<file path="src/rtl/decode_uop_sequencer_pkg.sv">
// Shared decode-pipeline types: pipeline stages, micro-op modes, sequencer states.
// The WB state exists only when DECODE_UOP_WRITEBACK_EN is defined.
package decode_uop_sequencer_pkg;

   typedef enum logic [1:0] {
      PIPE_FETCH,
      PIPE_DECODE,
      PIPE_EXECUTE,
      PIPE_WRITEBACK
   } pipe_stage_e;

   typedef enum logic [2:0] {
      SINGLE = 3'd0,
      LDM    = 3'd1,
      STM    = 3'd2,
      PUSH   = 3'd3,
      POP    = 3'd4
   } uop_mode_e;

   // Byte distance between consecutive register slots in memory
   localparam int UOP_OFFSET = 4;

`ifdef DECODE_UOP_WRITEBACK_EN
   typedef enum logic [1:0] {
      IDLE,
      EXPAND,
      WB
   } seq_state_e;
`else
   typedef enum logic [0:0] {
      IDLE,
      EXPAND
   } seq_state_e;
`endif

   function automatic logic is_list_mode(input uop_mode_e mode);
      return (mode == LDM) || (mode == STM) || (mode == PUSH) || (mode == POP);
   endfunction

endpackage

</file>
<file path="src/rtl/reg_list_priority_enc.sv">
// Lowest-set-bit priority encoder for a register list.
module reg_list_priority_enc #(
   parameter int LIST_W = 16,
   parameter int IDX_W  = 4
) (
   input  logic [LIST_W-1:0] list_i,
   output logic [IDX_W-1:0]  idx_o,
   output logic              valid_o
);

   // Scan from the top so the lowest set bit is the last one written
   always_comb begin
      idx_o   = '0;
      valid_o = 1'b0;
      for (int k = LIST_W - 1; k >= 0; k--) begin
         if (list_i[k]) begin
            idx_o   = IDX_W'(k);
            valid_o = 1'b1;
         end
      end
   end

endmodule

</file>
<file path="src/rtl/decode_uop_sequencer.sv">
// Expands SINGLE/LDM/STM/PUSH/POP instructions into per-register micro-ops.
// Define DECODE_UOP_WRITEBACK_EN to append a base-register writeback micro-op.
module decode_uop_sequencer
   import decode_uop_sequencer_pkg::*;
#(
   parameter int WORD       = 32,
   parameter int ADDR_WIDTH = 4,
   parameter int REG_LIST_W = 16
) (
   input  logic                  clk_i,
   input  logic                  reset_i,
   input  logic                  flush_i,
   input  logic                  instr_valid_i,
   output logic                  instr_ready_o,
   input  uop_mode_e             mode_i,
   input  logic [REG_LIST_W-1:0] reg_list_i,
   input  logic [ADDR_WIDTH-1:0] base_reg_i,
   input  logic [ADDR_WIDTH-1:0] single_reg_i,
   output logic                  uop_valid_o,
   input  logic                  uop_ready_i,
   output logic [ADDR_WIDTH-1:0] uop_reg_addr_o,
   output logic [ADDR_WIDTH-1:0] uop_base_addr_o,
   output logic [WORD-1:0]       uop_offset_o,
   output logic                  uop_is_load_o,
   output logic                  uop_is_wb_o,
   output logic                  uop_last_o
);

   seq_state_e            state_q;
   logic [REG_LIST_W-1:0] rem_q;
   logic [REG_LIST_W-1:0] enc_list;
   logic [REG_LIST_W-1:0] list_rest;
   logic [ADDR_WIDTH-1:0] enc_idx;
   logic                  enc_valid;
   logic [WORD-1:0]       list_count;
   logic [WORD-1:0]       list_span;
   logic [WORD-1:0]       first_offset;
   logic                  is_push;
   logic                  is_load_mode;
   logic                  accept;
   logic                  first_last;
   logic                  next_last;
`ifdef DECODE_UOP_WRITEBACK_EN
   logic                  wb_pend_q;
   logic [WORD-1:0]       wb_off_q;
   logic                  base_in_list;
   logic                  wb_apply;
`endif

   assign instr_ready_o = (state_q == IDLE) && !flush_i && (!uop_valid_o || uop_ready_i);
   assign accept        = instr_valid_i && instr_ready_o;

   // In IDLE the encoder looks at the incoming list, otherwise at what is left of it
   assign enc_list  = (state_q == IDLE) ? reg_list_i : rem_q;
   assign list_rest = enc_list & (enc_list - REG_LIST_W'(1));

   reg_list_priority_enc #(
      .LIST_W (REG_LIST_W),
      .IDX_W  (ADDR_WIDTH)
   ) u_enc (
      .list_i  (enc_list),
      .idx_o   (enc_idx),
      .valid_o (enc_valid)
   );

   always_comb begin
      list_count = '0;
      for (int k = 0; k < REG_LIST_W; k++) begin
         list_count = list_count + WORD'(reg_list_i[k]);
      end
   end

   assign list_span    = list_count * WORD'(UOP_OFFSET);
   assign is_push      = (mode_i == PUSH);
   assign is_load_mode = (mode_i == LDM) || (mode_i == POP);
   assign first_offset = is_push ? (WORD'(0) - list_span) : '0;

`ifdef DECODE_UOP_WRITEBACK_EN
   // An LDM that reloads its own base must not have that value clobbered by writeback
   always_comb begin
      base_in_list = 1'b0;
      for (int k = 0; k < REG_LIST_W; k++) begin
         if (ADDR_WIDTH'(k) == base_reg_i) begin
            base_in_list = reg_list_i[k];
         end
      end
   end

   assign wb_apply   = !((mode_i == LDM) && base_in_list);
   assign first_last = (list_rest == '0) && !wb_apply;
   assign next_last  = (list_rest == '0) && !wb_pend_q;
`else
   assign first_last = (list_rest == '0);
   assign next_last  = (list_rest == '0);
`endif

   // Sequencer state and registered micro-op outputs; flush beats accept and advance
   always_ff @(posedge clk_i or negedge reset_i) begin
      if (!reset_i) begin
         state_q         <= IDLE;
         rem_q           <= '0;
         uop_valid_o     <= 1'b0;
         uop_reg_addr_o  <= '0;
         uop_base_addr_o <= '0;
         uop_offset_o    <= '0;
         uop_is_load_o   <= 1'b0;
         uop_is_wb_o     <= 1'b0;
         uop_last_o      <= 1'b0;
`ifdef DECODE_UOP_WRITEBACK_EN
         wb_pend_q       <= 1'b0;
         wb_off_q        <= '0;
`endif
      end else if (flush_i) begin
         state_q     <= IDLE;
         rem_q       <= '0;
         uop_valid_o <= 1'b0;
`ifdef DECODE_UOP_WRITEBACK_EN
         wb_pend_q   <= 1'b0;
`endif
      end else begin
         case (state_q)
            IDLE: begin
               if (accept) begin
                  if (!is_list_mode(mode_i)) begin
                     uop_valid_o     <= 1'b1;
                     uop_reg_addr_o  <= single_reg_i;
                     uop_base_addr_o <= base_reg_i;
                     uop_offset_o    <= '0;
                     uop_is_load_o   <= 1'b0;
                     uop_is_wb_o     <= 1'b0;
                     uop_last_o      <= 1'b1;
                  end else if (enc_valid) begin
                     uop_valid_o     <= 1'b1;
                     uop_reg_addr_o  <= enc_idx;
                     uop_base_addr_o <= base_reg_i;
                     uop_offset_o    <= first_offset;
                     uop_is_load_o   <= is_load_mode;
                     uop_is_wb_o     <= 1'b0;
                     uop_last_o      <= first_last;
                     rem_q           <= list_rest;
                     state_q         <= EXPAND;
`ifdef DECODE_UOP_WRITEBACK_EN
                     wb_pend_q       <= wb_apply;
                     wb_off_q        <= is_push ? (WORD'(0) - list_span) : list_span;
`endif
                  end else begin
                     uop_valid_o <= 1'b0;
                  end
               end else if (uop_ready_i) begin
                  uop_valid_o <= 1'b0;
               end
            end
            EXPAND: begin
               if (uop_ready_i) begin
                  if (rem_q != '0) begin
                     uop_reg_addr_o <= enc_idx;
                     uop_offset_o   <= uop_offset_o + WORD'(UOP_OFFSET);
                     uop_last_o     <= next_last;
                     rem_q          <= list_rest;
`ifdef DECODE_UOP_WRITEBACK_EN
                  end else if (wb_pend_q) begin
                     uop_reg_addr_o <= uop_base_addr_o;
                     uop_offset_o   <= wb_off_q;
                     uop_is_wb_o    <= 1'b1;
                     uop_last_o     <= 1'b1;
                     wb_pend_q      <= 1'b0;
                     state_q        <= WB;
`endif
                  end else begin
                     uop_valid_o <= 1'b0;
                     state_q     <= IDLE;
                  end
               end
            end
`ifdef DECODE_UOP_WRITEBACK_EN
            WB: begin
               if (uop_ready_i) begin
                  uop_valid_o <= 1'b0;
                  uop_is_wb_o <= 1'b0;
                  state_q     <= IDLE;
               end
            end
`endif
            default: begin
               state_q     <= IDLE;
               uop_valid_o <= 1'b0;
            end
         endcase
      end
   end

endmodule
</file>
<file path="config.mk">
export PLATFORM = sky130hd
export DESIGN_NAME = decode_uop_sequencer
export DESIGN_NICKNAME = d
export VERILOG_FILES = /design/src/rtl/decode_uop_sequencer_pkg.sv /design/src/rtl/reg_list_priority_enc.sv /design/src/rtl/decode_uop_sequencer.sv
export SDC_FILE = /design/constraint.sdc
export NUM_CORES = 1
export LEC_CHECK = 0
export ABC_AREA = 1
export BUFFER_PORTS_ARGS = -buffer_cell sky130_fd_sc_hd__clkbuf_2
export CORE_AREA = 3 3 143 117
export CTS_CLUSTER_SIZE = 28
export DETAILED_ROUTE_END_ITERATION = 12
export DIE_AREA = 0 0 146 120
export GPL_ROUTABILITY_DRIVEN = 0
export SYNTH_ARGS = -nofsm -noshare
export SYNTH_HDL_FRONTEND = slang
export SYNTH_HIERARCHICAL = 1
export SYNTH_SLANG_ARGS = --single-unit
</file>
<file path="constraint.sdc">
create_clock -name clk_i -period 2.34 [get_ports clk_i]
set_input_delay 0.234 -clock clk_i [delete_from_list [all_inputs] [get_ports clk_i]]
set_output_delay 0.234 -clock clk_i [all_outputs]
set_load 0.01 [all_outputs]
</file>
Yosys cells after proc, flatten, opt, wreduce, memory -nomap -nowiden
Cells that the tools add are included.
{"block": "op_classes", "add_sub_neg": 18, "n_mul": 0, "div": 0, "order_cmp": 0, "eq_ne": 16, "n_shift": 0, "muxes": 79, "bitwise_logic": 3, "reduce_logical": 16}
{"operator": "2-to-1 mux 32 bit", "n": 6}
{"operator": "2-to-1 mux 16 bit", "n": 7}
{"operator": "2-to-1 mux 4 bit", "n": 23}
{"operator": "one-hot mux 32 bit (2 select lines)", "n": 1}
{"operator": "2-to-1 mux 1 bit", "n": 37}
{"operator": "adder 32 x 3 -> 32 bit, second input constant", "n": 1}
{"operator": "one-hot mux 16 bit (2 select lines)", "n": 1}
{"operator": "subtractor 1 x 18 -> 19 bit, first input constant", "n": 1}
{"operator": "adder 15 x 1 -> 16 bit", "n": 1}
{"operator": "AND 16 bit", "n": 1}
{"operator": "logical NOT 16 bit", "n": 1}
{"operator": "nonzero test 16 bit", "n": 1}
{"operator": "subtractor 16 x 1 -> 16 bit, second input constant", "n": 1}
{"operator": "adder 14 x 1 -> 15 bit", "n": 1}
{"operator": "!= test 3 bit, second input constant", "n": 5}
{"operator": "adder 13 x 1 -> 14 bit", "n": 1}
{"operator": "adder 12 x 1 -> 13 bit", "n": 1}
{"operator": "adder 11 x 1 -> 12 bit", "n": 1}
{"operator": "adder 10 x 1 -> 11 bit", "n": 1}
{"operator": "adder 9 x 1 -> 10 bit", "n": 1}
{"operator": "AND reduction 5 bit", "n": 2}
{"operator": "adder 8 x 1 -> 9 bit", "n": 1}
{"operator": "adder 7 x 1 -> 8 bit", "n": 1}
{"operator": "one-hot mux 4 bit (2 select lines)", "n": 1}
{"operator": "20 further kinds", "n": 34}
{"block": "totals", "reg_bits": 61, "latchBits": 0, "mem_bits_rw": 0, "romBits": 0, "inputBits": 32, "output_inout_bits": 45, "elab_cells": 141, "n_memories": 0}

Longest topological paths before layout
Gate-level depths: netlist of the first run.
{"block": "depth", "word_depth": 22, "depth_mapped": 21}

By module
The synthesis of the first run kept the hierarchy.
{"mod": "decode_uop_sequencer", "instances": 1, "cells_each": 650, "area_per_inst_um2": 4405.5, "seq_area_each_um2": 1426.4}
{"mod": "reg_list_priority_enc", "instances": 1, "cells_each": 49, "area_per_inst_um2": 209.0, "seq_area_each_um2": 0.0}

Least setup slack after synthesis of the first run
No wires, ideal clock.
{"block": "synth_path", "path_kind": "in2reg", "from": "input port reg_list_i[0]", "to": "register uop_offset_o[14]", "setup_ns": 0.131, "arrival_time_ns": 3.995, "required_time_ns": 2.209, "setup_slack_ns": -1.787, "stages": 19, "path_buffers": 1, "cell_sequence": "inv_1 -> fa_1 -> fa_1 -> fa_1 -> fa_1 -> inv_1 -> ha_1 -> inv_1 -> fa_1 -> ha_1 -> inv_1 -> nor2_1 -> inv_1 -> nor2_1 -> ha_1 -> nor2_1 -> nor2_4 -> buf_4 -> a22oi_1"}
{"block": "synth_via", "elab_chain_len": 21, "word_cells_on_any_way": 25, "cone_classes": "16 x add/sub; 1 x eq/ne; 7 x mux; 1 x reduce/logical"}
{"item": "from (decl)", "line": "decode_uop_sequencer.sv:16", "text": "input logic [REG_LIST_W-1:0] reg_list_i,"}
{"item": "adder 1 x 1 -> 2 bit", "line": "decode_uop_sequencer.sv:69", "text": "list_count = list_count + WORD'(reg_list_i[k]);"}
{"item": "adder 2 x 1 -> 3 bit", "line": "decode_uop_sequencer.sv:69"}
{"item": "adder 3 x 1 -> 4 bit", "line": "decode_uop_sequencer.sv:69"}
{"item": "adder 4 x 1 -> 5 bit", "line": "decode_uop_sequencer.sv:69"}
{"item": "adder 5 x 1 -> 6 bit", "line": "decode_uop_sequencer.sv:69"}
{"item": "adder 6 x 1 -> 7 bit", "line": "decode_uop_sequencer.sv:69"}
{"item": "adder 7 x 1 -> 8 bit", "line": "decode_uop_sequencer.sv:69"}
{"item": "adder 8 x 1 -> 9 bit", "line": "decode_uop_sequencer.sv:69"}
{"item": "[... 5 more ...]"}
{"item": "adder 14 x 1 -> 15 bit", "line": "decode_uop_sequencer.sv:69"}
{"item": "adder 15 x 1 -> 16 bit", "line": "decode_uop_sequencer.sv:69"}
{"item": "subtractor 1 x 18 -> 19 bit", "line": "decode_uop_sequencer.sv:76", "text": "assign first_offset = is_push ? (WORD'(0) - list_span) : '0;"}
{"item": "2-to-1 mux 32 bit", "line": "decode_uop_sequencer.sv:76"}
{"item": "2-to-1 mux 32 bit", "line": "decode_uop_sequencer.sv:132", "text": "end else if (enc_valid) begin"}
{"item": "2-to-1 mux 32 bit", "line": "decode_uop_sequencer.sv:124", "text": "if (!is_list_mode(mode_i)) begin"}
{"item": "2-to-1 mux 32 bit", "line": "decode_uop_sequencer.sv:123", "text": "if (accept) begin"}
{"item": "one-hot mux 32 bit (2 select lines)", "line": "decode_uop_sequencer.sv:121", "text": "case (state_q)"}
{"item": "to (signal assigned)", "line": "decode_uop_sequencer.sv:136", "text": "uop_offset_o <= first_offset;"}
{"item": "to (signal assigned)", "line": "decode_uop_sequencer.sv:157", "text": "uop_offset_o <= uop_offset_o + WORD'(UOP_OFFSET);"}
{"item": "to (decl)", "line": "decode_uop_sequencer.sv:23", "text": "output logic [WORD-1:0] uop_offset_o,"}
Several ways; a longest one is shown, not always the timed one. The select of a mux whose other input is x is not followed.
A chain may end at the register's enable or synchronous reset.

Worst setup path in the final report of the first run
{"block": "layout_path", "from": "input port reg_list_i[0]", "to": "register uop_offset_o[10]"}
Same word-level chain as after synthesis.

==> impl_metrics.py, run 1 <==
metrics = {
    "synthesis": {
        "async_flop_share": 1.00,
        "postSynthCellCount": 699,
        "ys.flop_type": "dfrtp_1",
        "synth.top_cell.area_share": 0.309,
        "synth_common_cells": "nand2_1 (217), nor2_1 (94), inv_1 (83)",
        "synth-seq-area-share": 0.309,
        "ys_top_cells_by_area": "dfrtp_1 (31%), nand2_1 (18%), nor2_1 (7.6%)",
        "ys_warn_count": 6,
        "yosysMostFrequentCell": "nand2_1",
        "synth-edff-count": 0,
        "synth_area_per_cell_um2": 6.60,
        "synth_cell_types": 46,
        "netlist_area_um2": 4610,
        "yosysTopAreaCell": "dfrtp_1",
        "ys_ff_latch": 57,
    },
    "floorplan": {
        "die_h_um": 120,
        "start_util": 0.297,
        "io_pins": 77,
        "core_area_um2": 15500,
        "num_rows": 41,
        "die_area_um2": 17500,
        "die_x_um": 146,
    },
    "sta": {
        "hold_slack_ns": 0.0934,
        "report.final.hold_viol_count": 0,
        "slew_viol_final": 0,
        "fin_setup_tns_ns": -43.87,
        "rsz0062_at_grt": "yes",
        "finalCriticalPeriod_ns": 3.90,
        "clock-skew-final_ns": 0.00852,
        "setup_viol": 45,
        "max_freq_mhz": 256,
        "min_period_over_period": 1.67,
        "setup_slack_ns": -1.56,
    },
    "run": {
        "cap_violations": 0,
    },
    "setup_path": {
        "max_stage_delay_ns": 0.57,
        "timing.rr.end": "rem_q[7]",
        "crit_slowest_cell": "fa_2",
        "critPathMaxFanout": 8,
        "crit_chain": "buf_6, inv_4, fa_1, fa_1, fa_1, fa_1, inv_2, ha_4, inv_2, fa_2, ha_4, inv_4, nor2_4, inv_2, nor2_4, ha_4, nor2_4, nor2_4, clkbuf_16, a21oi_1",
        "ff2ff_setup_slack_ns": -0.16,
        "worstRegToRegCells": 15,
        "cp.required_ns": 2.55,
        "timing.rr.start": "state_q",
        "path_class": "in -> reg",
        "worst_setup_path_end_kind": "register",
        "crit_end": "uop_offset_o[10]",
        "startpoint": "reg_list_i[0]",
        "start_kind": "input port",
        "crit_arrival_ns": 4.12,
    },
    "final_layout": {
        "finish.instance_area_um2": 6930,
        "n_antenna_cell": 0,
        "fin_util": 0.446,
        "finalNonFillerCells": 1089,
        "areaGrowthSynthToFinish_pct": 50.2,
        "drive_gt1_frac": 0.378,
        "fin_nets": 919,
    },
    "drt": {
        "wire_per_inst_um": 14.5,
        "drtIter0Drc": 463,
        "ant_nets": 0,
        "drt_wl_total_mm": 15.8,
        "first_pass_iters": 7,
        "routed_via_density": 4.71,
        "vias": 5128,
        "route.detailed.drc": 0,
    },
    "power_and_ir_drop": {
        "power-per-cell-area_nw_per_um2": 830,
        "power_leakage_uw": 0.00339,
        "irDropWorstVdd_mv": 0.388,
    },
    "placement": {
        "port-buffer-count": 73,
        "dp.cells": 1050,
        "postPlaceCellArea_um2": 5840,
        "dp_hpwl_mm": 11.2,
    },
    "global_routing": {
        "antenna_found_initial": 0,
        "grt_pass1_vias": 4814,
        "grt_max_degree": 58,
        "grt_pass1_wl_mm": 24.2,
        "grt.total_usage": 0.169,
        "globalRoute.totalOverflow": 0,
    },
    "clocking": {
        "cts_buffer_depth": 2,
        "cts_tree": "built",
        "clk_latency_ns": 0.34,
        "root_buffer": "clkbuf_16",
        "htree_levels": 3,
        "numClockSinks": 57,
        "cts_made_buffers": 9,
        "clkTransAtPathRegs_ns": 0.05,
    },
    "outcome": {
        "status": "finished, violations left",
        "violations": "negative setup slack",
    },
    "hold_path": {
        "hold_path.class": "in -> reg",
    },
}
-- layout make-up --
type | count | area, µm²
Inverter | 92 | 365
Clock buffer | 9 | 225
Fill cell | 1538 | 8610
Tap cell | 215 | 269
Clock inverter | 7 | 119
Sequential cell | 57 | 1430
Timing Repair Buffer | 176 | 1380
Multi-Input combinational cell | 533 | 3150
-- metrics by stage --
step                worst slack (ns)  total power [µW]
floorplan                      -1.66              2720
detailed placement             -1.96              3600
global placement               -1.93              3570
CTS                            -1.52              5380
global route                   -1.64              6160
finish                         -1.56              5760
-- worst max-delay path, delay by kind of cell --
kind            cells  cell delay, ns
fa+ha+maj           8            2.97
buf+inv             7            0.49
simple gates        4            0.38
compound gates      1            0.06
-- where the power goes --
part	switching (µW)	internal, µW
Clock	502	1040
Combinational	1450	1240
Sequential	309	1220
Total	2260	3490
-- cell usage in the layout, fill, tap and decap left out, types with 4 or more instances in the layout --
master	netlist	layout
clkbuf_2	0	67
nand4_1	6	6
nand3_1	27	26
buf_4	8	81
a31oi_1	7	4
buf_12	0	7
xor2_1	10	10
nand2_2	18	34
nor3_1	16	16
o21ai_2	8	17
dfrtp_1	57	57
a21oi_2	2	10
ha_1	8	5
buf_6	4	14
nor2_4	3	8
inv_1	83	69
fa_1	10	9
a21oi_1	27	17
o21ai_1	6	20
inv_2	9	17
nand2_4	1	17
o21ai_0	38	14
nor2_1	94	87
nor2_2	6	8
inv_4	0	5
clkbuf_16	0	13
nand2_1	217	185
-- state kept, by name, summed over array words and instances (netlist names) --
name	cells
uop_reg_addr_o	4
state_q	1
uop_offset_o	30
uop_last_o	1
uop_valid_o	1
uop_base_addr_o	4
uop_is_load_o	1
rem_q	15
-- cell families (layout without fill, tap and decap cells) --
logic type      Yosys count  after routing  synth area share
xor+xnor                 11             11            0.0209
buf+inv                 111            284             0.105
simple gates            399            399             0.369
flops                    57             57             0.309
compound gates          102            102             0.130
other cells               1              3          0.000813
fa+ha+maj                18             18            0.0651
-- per-layer routing --
metal | track usage | vias up | part of all wire
met5 | 0 | - | 0
li1 | - | 2549 | -
met3 | 0.0313 | 15 | 0.056
met2 | 0.260 | 174 | 0.46
met1 | 0.246 | 2390 | 0.47
met4 | 0.0400 | 0 | 0.013
-- how the worst min path moves through the flow --
stage                                     to  slack [ns]  cells past startpoint           from
after floorplan                    rem_q[10]       -0.06                      0        reset_i
after global placement      uop_offset_o[29]        0.27                      2        reset_i
after detailed placement    uop_offset_o[30]        0.27                      2        reset_i
after CTS                 uop_base_addr_o[2]        0.08                      3  base_reg_i[2]
after global routing      uop_base_addr_o[3]        0.12                      3  base_reg_i[3]
final                     uop_base_addr_o[2]        0.09                      3  base_reg_i[2]
-- repair_timing --
item | 4_1_cts | 5_1_grt
gates cloned | 0 | 6
hold buffers | 1 | 0
setup buffers | 6 | 13
hold endpoints to repair | 57 | 0
pin swaps | 7 | 34
resized for setup | 19 | 124
endpoints found under the setup margin | 51 | 57
Power figures use the tool's default switching activity.
==> run 2, diff against run 1 <==
Settings changed: BUFFER_PORTS_ARGS -buffer_cell sky130_fd_sc_hd__clkbuf_2 to unset, DONT_BUFFER_PORTS set to 1, MAX_ROUTING_LAYER set to met4.
==> run 2 against run 1 <==
Net effect:
- the run still ends with negative setup slack left
- combinational power down 7.8%
- critical path depth down 1
- cell count down 6.3%
- utilization down 1.8 points
- clock skew up 0.0028 ns
- final area down 4.0%
- count of clock-buffer cells in the layout up 2
- flip-flop and latch count unchanged
- register-to-register slack worse by 0.11 ns
- critical path type unchanged
- largest power group unchanged
- highest routed layer unchanged
==> impl_metrics.py, run 2 (synthesized netlist as in run 1, its figures left out) <==
metrics = {
    "outcome": {
        "status": "finished, violations left",
        "violations": "negative setup slack",
    },
    "floorplan": {
        "num_rows": 41,
        "io_pins": 77,
        "die_area_um2": 17500,
        "die_x_um": 146,
        "die_h_um": 120,
        "core_area_um2": 15500,
        "start_util": 0.297,
    },
    "final_layout": {
        "layout_common_cells": "nand2_1 (176), nor2_1 (79), buf_4 (79)",
        "fin_util": 0.428,
        "largest_reg_flops": 30,
        "seq_area_um2": 1430,
        "areaGrowthSynthToFinish_pct": 44.3,
        "multi_input_area_um2": 3260,
        "reg.largest.list": "uop_offset_o: 30 flops, rem_q: 15 flops",
        "layout_commonest_cell": "nand2_1",
        "nFillCells": 1505,
        "drive_gt1_frac": 0.338,
        "n_antenna_cell": 0,
        "regMostFlops": "uop_offset_o",
        "fin_nets": 850,
        "finalNonFillerCells": 1020,
    },
    "drt": {
        "route.detailed.drc": 0,
        "drt_wl_total_mm": 16.5,
        "ant_nets": 0,
        "drtIter0Drc": 357,
        "routed_via_density": 4.97,
        "first_pass_iters": 5,
        "wire_per_inst_um": 16.1,
        "vias": 5073,
    },
    "sta": {
        "worst_slew_pin_slew_ns": 0.548,
        "setup_viol": 51,
        "setup_slack_ns": -1.40,
        "hold_slack_ns": 0.00699,
        "finalCriticalPeriod_ns": 3.74,
        "clock-skew-final_ns": 0.0113,
        "rsz0062_at_grt": "yes",
        "max_freq_mhz": 268,
        "report.final.hold_viol_count": 0,
        "slew_viol_final": 0,
        "min_period_over_period": 1.60,
        "slew_headroom": 0.632,
    },
    "run": {
        "cap_violations": 0,
    },
    "clocking": {
        "cts_made_buffers": 9,
        "cts_buffer_depth": 2,
        "cts_tree": "built",
        "numClockSinks": 57,
        "clkTransAtPathRegs_ns": 0.06,
        "clk_latency_ns": 0.34,
        "htree_levels": 3,
        "root_buffer": "clkbuf_16",
    },
    "power_and_ir_drop": {
        "irDropWorstVdd_mv": 0.433,
        "power_uw": 5380,
        "power_leakage_uw": 0.00318,
        "power-per-cell-area_nw_per_um2": 808,
    },
    "global_routing": {
        "grt_pass1_vias": 4736,
        "antenna_found_initial": 0,
        "grt_max_degree": 58,
        "globalRoute.totalOverflow": 0,
        "grt_pass1_wl_mm": 24.8,
        "grt.total_usage": 0.181,
    },
    "hold_path": {
        "whs_endpoint": "uop_base_addr_o[3]",
        "hold_depth": 2,
        "hp-start": "base_reg_i[3]",
        "hold_path.class": "in -> reg",
    },
    "setup_path": {
        "max_stage_delay_ns": 0.56,
        "cp.required_ns": 2.56,
        "cpMostUsedCell": "fa_1",
        "crit_slowest_cell": "fa_2",
        "timing.rr.end": "uop_offset_o[19]",
        "timing.rr.start": "state_q",
        "critPathMaxFanout": 16,
        "worst_setup_path_end_kind": "register",
        "crit_chain": "inv_8, fa_1, fa_1, fa_1, fa_1, inv_2, ha_4, inv_2, fa_2, ha_4, inv_4, nor2_4, inv_2, nor2_4, ha_4, nor2_2, nor2_4, buf_12, a22oi_1",
        "start_kind": "input port",
        "path_class": "in -> reg",
        "ff2ff_setup_slack_ns": -0.27,
        "worstRegToRegCells": 17,
        "crit_arrival_ns": 3.96,
    },
    "placement": {
        "dp.cells": 956,
        "dp_hpwl_mm": 10.8,
        "port-buffer-count": 0,
    },
}
==> run 2: cell count changes in the layout (fill, tap and decap cells not counted), moves of 4 or more <==
cell / delta
clkbuf_2: -67
a21oi_1: +9
buf_6: -4
a21oi_2: -7
nor2_4: +9
nand2_1: -9
nor2_1: -8
nand2_4: +6
==> run 2: where the power goes <==
part	internal, µW	total [µW]	switching [µW]	leakage [µW]
Clock	740	1230	488	0.000135
Sequential	1210	1670	454	0.000718
Combinational	1160	2480	1320	0.00232
==> run 2: timing repair <==
item                                    4_1_cts  5_1_grt
hold buffers                                  4        1
endpoints found under the setup margin       47       57
gates cloned                                  3        3
buffers inserted                             33       14
hold endpoints to repair                     59        1
gates resized for setup                      90       83
pin swaps                                    27       41
==> run 2: worst max path at each step <==
stage	startpoint	endpoint	slack (ns)
final	reg_list_i[11]	uop_offset_o[19]	-1.40
after global routing	reg_list_i[5]	uop_offset_o[19]	-1.53
after CTS	reg_list_i[5]	uop_offset_o[20]	-1.36
after detailed placement	reg_list_i[1]	uop_offset_o[20]	-1.79
after global placement	reg_list_i[5]	uop_offset_o[22]	-1.77
after floorplan	reg_list_i[11]	uop_offset_o[14]	-1.66
==> run 2: metal layers <==
layer  track usage  share of wire
met5             -              0
met1         0.235           0.43
met3        0.0483          0.077
met4        0.0470          0.020
met2         0.283           0.47
==> run 2: cell type report <==
cell class,count,share of cell area
sequential,57,0.214
timing repair buffer,107,0.158
clock buffer,11,0.0365
clock inverter,5,0.00470
inverter,92,0.0571
multi-input combinational,533,0.489
tap,215,0.0404
==> run 2: worst max-delay path: cells and delay by family <==
family | cells | cell delay, ns
compound gates | 1 | 0.07
fa+ha+maj | 8 | 2.93
buf+inv | 6 | 0.36
simple gates | 4 | 0.34
==> run 2: through the flow <==
| step | instance area [µm²] | setup WS, ns | TNS, ns |
|---|---|---|---|
| global placement | 5320 | -1.77 | -49.91 |
| floorplan | 4670 | -1.66 | -43.63 |
| global route | 6660 | -1.53 | -48.85 |
| detailed placement | 5320 | -1.79 | -50.27 |
| CTS | 6280 | -1.36 | -37.89 |
| finish | 6660 | -1.40 | -42.12 |
==> run 3, diff against run 2 <==
Settings changed: ABC_AREA 1 to 0, CORE_AREA 3 3 143 117 to 3 3 139 114, DIE_AREA 0 0 146 120 to 0 0 142 117.
==> run 3 against run 2 <==
Net effect:
- non-clock buffer count up 50
- sequential power up 11%
- first-iteration DRC count up 5.9%
- die area down 5.2%
- largest power group unchanged
- critical endpoint is now uop_offset_o[12]
- critical path type unchanged
- clock power about the same
- the run still ends with negative setup slack left
- sequential share of layout area down 0.28 points
- highest routed layer unchanged
- combinational power up 46%
==> impl_metrics.py, run 3 <==
metrics = {
    "hold_path": {
        "whs_endpoint": "rem_q[1]",
        "hold_path.class": "in -> reg",
        "hp-start": "reg_list_i[1]",
        "hold_depth": 2,
    },
    "setup_path": {
        "start_kind": "input port",
        "cp_top_family": "adder cells",
        "critPathBufInv": 6,
        "max_stage_delay_ns": 0.56,
        "crit_arrival_ns": 4.13,
        "critPathMaxFanout": 3,
        "cpMostUsedCell": "fa_1",
        "timing.rr.start": "state_q",
        "crit_slowest_cell": "fa_1",
        "worst_setup_path_end_kind": "register",
        "crit_chain": "inv_12, fa_1, fa_1, fa_1, fa_1, inv_2, ha_4, inv_2, fa_2, ha_4, nand2_4, buf_4, buf_6, buf_6, o211a_4, a221o_1",
        "path_class": "in -> reg",
        "worstRegToRegCells": 12,
        "ff2ff_setup_slack_ns": -0.79,
        "timing.rr.end": "uop_offset_o[12]",
        "cp.required_ns": 2.55,
    },
    "sta": {
        "rsz0062_at_grt": "yes",
        "slew_headroom": 0.347,
        "setup_viol": 56,
        "clock-skew-final_ns": 0.00873,
        "setup_slack_ns": -1.58,
        "min_period_over_period": 1.67,
        "report.final.hold_viol_count": 0,
        "finalCriticalPeriod_ns": 3.92,
        "max_freq_mhz": 255,
        "slew_viol_final": 0,
        "worst_slew_pin_slew_ns": 0.976,
    },
    "final_layout": {
        "layout_commonest_cell": "buf_4",
        "areaGrowthSynthToFinish_pct": 54.7,
        "fin_nets": 712,
        "nFillCells": 1263,
        "drive_gt1_frac": 0.433,
        "regMostFlops": "uop_offset_o",
        "reg.largest.list": "uop_offset_o: 30 flops, rem_q: 15 flops",
        "multi_input_area_um2": 3190,
        "finalNonFillerCells": 849,
        "layout_common_cells": "buf_4 (121), dfrtp_1 (56), nand2_1 (50)",
        "largest_reg_flops": 30,
        "n_antenna_cell": 0,
        "seq_area_um2": 1430,
    },
    "drt": {
        "routed_via_density": 5.46,
        "wire_per_inst_um": 19.1,
        "drtIter0Drc": 378,
        "route.detailed.drc": 0,
        "vias": 4635,
        "first_pass_iters": 5,
        "drt_wl_total_mm": 16.3,
        "ant_nets": 0,
    },
    "global_routing": {
        "grt_pass1_wl_mm": 24.7,
        "grt_max_degree": 58,
        "grt.total_usage": 0.197,
        "antenna_found_initial": 0,
        "grt_pass1_vias": 4588,
        "globalRoute.totalOverflow": 0,
    },
    "synthesis": {
        "yosysTopAreaCell": "dfrtp_1",
        "yosysMostFrequentCell": "nand2_1",
        "ys_warn_count": 6,
        "synth_cell_types": 66,
        "synth.top_cell.area_share": 0.327,
        "synth_area_per_cell_um2": 8.47,
        "synth_common_cells": "nand2_1 (66), dfrtp_1 (57), a21oi_1 (46)",
        "ys_top_cells_by_area": "dfrtp_1 (33%), nand2_1 (5.7%), a21oi_1 (5.3%)",
        "ys_ff_latch": 57,
        "synth-edff-count": 0,
        "async_flop_share": 1.00,
        "postSynthCellCount": 515,
        "netlist_area_um2": 4360,
        "synth-seq-area-share": 0.327,
        "ys.flop_type": "dfrtp_1",
    },
    "clocking": {
        "clk_latency_ns": 0.34,
        "cts_made_buffers": 9,
        "htree_levels": 3,
        "cts_tree": "built",
        "numClockSinks": 57,
        "cts_buffer_depth": 2,
        "clkTransAtPathRegs_ns": 0.05,
        "root_buffer": "clkbuf_16",
    },
    "floorplan": {
        "die_area_um2": 16600,
        "core_area_um2": 14400,
        "start_util": 0.303,
        "io_pins": 77,
        "die_h_um": 117,
        "die_x_um": 142,
        "num_rows": 39,
    },
    "power_and_ir_drop": {
        "power-per-cell-area_nw_per_um2": 995,
        "irDropWorstVdd_mv": 0.507,
        "power_leakage_uw": 0.00293,
        "power_uw": 6710,
    },
    "placement": {
        "port-buffer-count": 0,
        "dp.cells": 776,
        "dp_hpwl_mm": 10.5,
        "dp_worst_setup_slack_ns": -2.16,
    },
    "outcome": {
        "violations": "negative setup slack",
        "status": "finished, violations left",
    },
    "run": {
        "cap_violations": 0,
    },
}
==> run 3: cell types whose count changed after synthesis, sizes merged, moves of 9 or more <==
cell,change
o31ai,+9
nor2,-67
o21ai,-10
a21oi,+18
a221o,+16
mux2i,+18
nor4,+10
inv,-47
nand2,-169
==> run 3: power by group <==
part	internal (µW)	leakage, µW	switching [µW]
clock network	763	0.000129	467
registers	1300	0.000744	551
logic	1820	0.00206	1810
total	3880	0.00293	2830
==> run 3: logic make-up after synthesis <==
kind of cell    count (synthesis)  synth area share
simple gates                  191             0.239
buf+inv                        70            0.0735
mux                            23            0.0542
fa+ha+maj                      18            0.0689
other cells                     1          0.000860
compound gates                151             0.229
flops                          57             0.327
xor+xnor                        4           0.00804
==> run 3: worst max-delay path by stage <==
| stage | cells past startpoint | slack [ns] | startpoint | end |
|---|---|---|---|---|
| after global placement | 15 | -2.10 | reg_list_i[3] | uop_offset_o[10] |
| after CTS | 16 | -1.55 | reg_list_i[15] | uop_offset_o[24] |
| after floorplan | 17 | -1.63 | reg_list_i[15] | uop_offset_o[19] |
| after detailed placement | 15 | -2.16 | reg_list_i[15] | uop_offset_o[24] |
| after global routing | 16 | -1.66 | reg_list_i[0] | uop_offset_o[24] |
| final | 16 | -1.58 | reg_list_i[15] | uop_offset_o[12] |
==> run 3: layout make-up <==
class,count,area share
Multi-Input combinational cell,391,0.473
Timing Repair inverter,1,0.00241
Clock buffer,14,0.0391
Sequential cell,57,0.212
Inverter,45,0.0295
Tap cell,184,0.0341
Timing Repair Buffer,157,0.210
==> run 3: timing repair <==
action | CTS | global route
buffers inserted | 46 | 9
endpoints found under the setup margin | 56 | 57
resized for setup | 83 | 79
hold buffers | 4 | 0
endpoints found under the hold margin | 73 | 0
gates cloned | 5 | 1
pin swaps | 28 | 37
==> run 3: layer usage <==
metal  wire length, µm  GRT usage  vias up
li1                  -          -     2169
met1              7110      0.257     2215
met2              7330      0.291      221
met3              1500     0.0703       30
met4               311     0.0537        0
met5                 0          -        -
==> run 3: per-stage QoR <==
stage	utilization	hold slack (ns)	setup TNS, ns	instance area, µm²
detailed placement	0.371	-0.0604	-68.07	5340
floorplan	-	-0.0616	-50.42	4470
global route	0.469	0.0176	-57.07	6750
CTS	0.446	0.0355	-50.21	6420
global placement	0.371	-0.0595	-67.01	5340
finish	0.469	0.0264	-51.20	6750
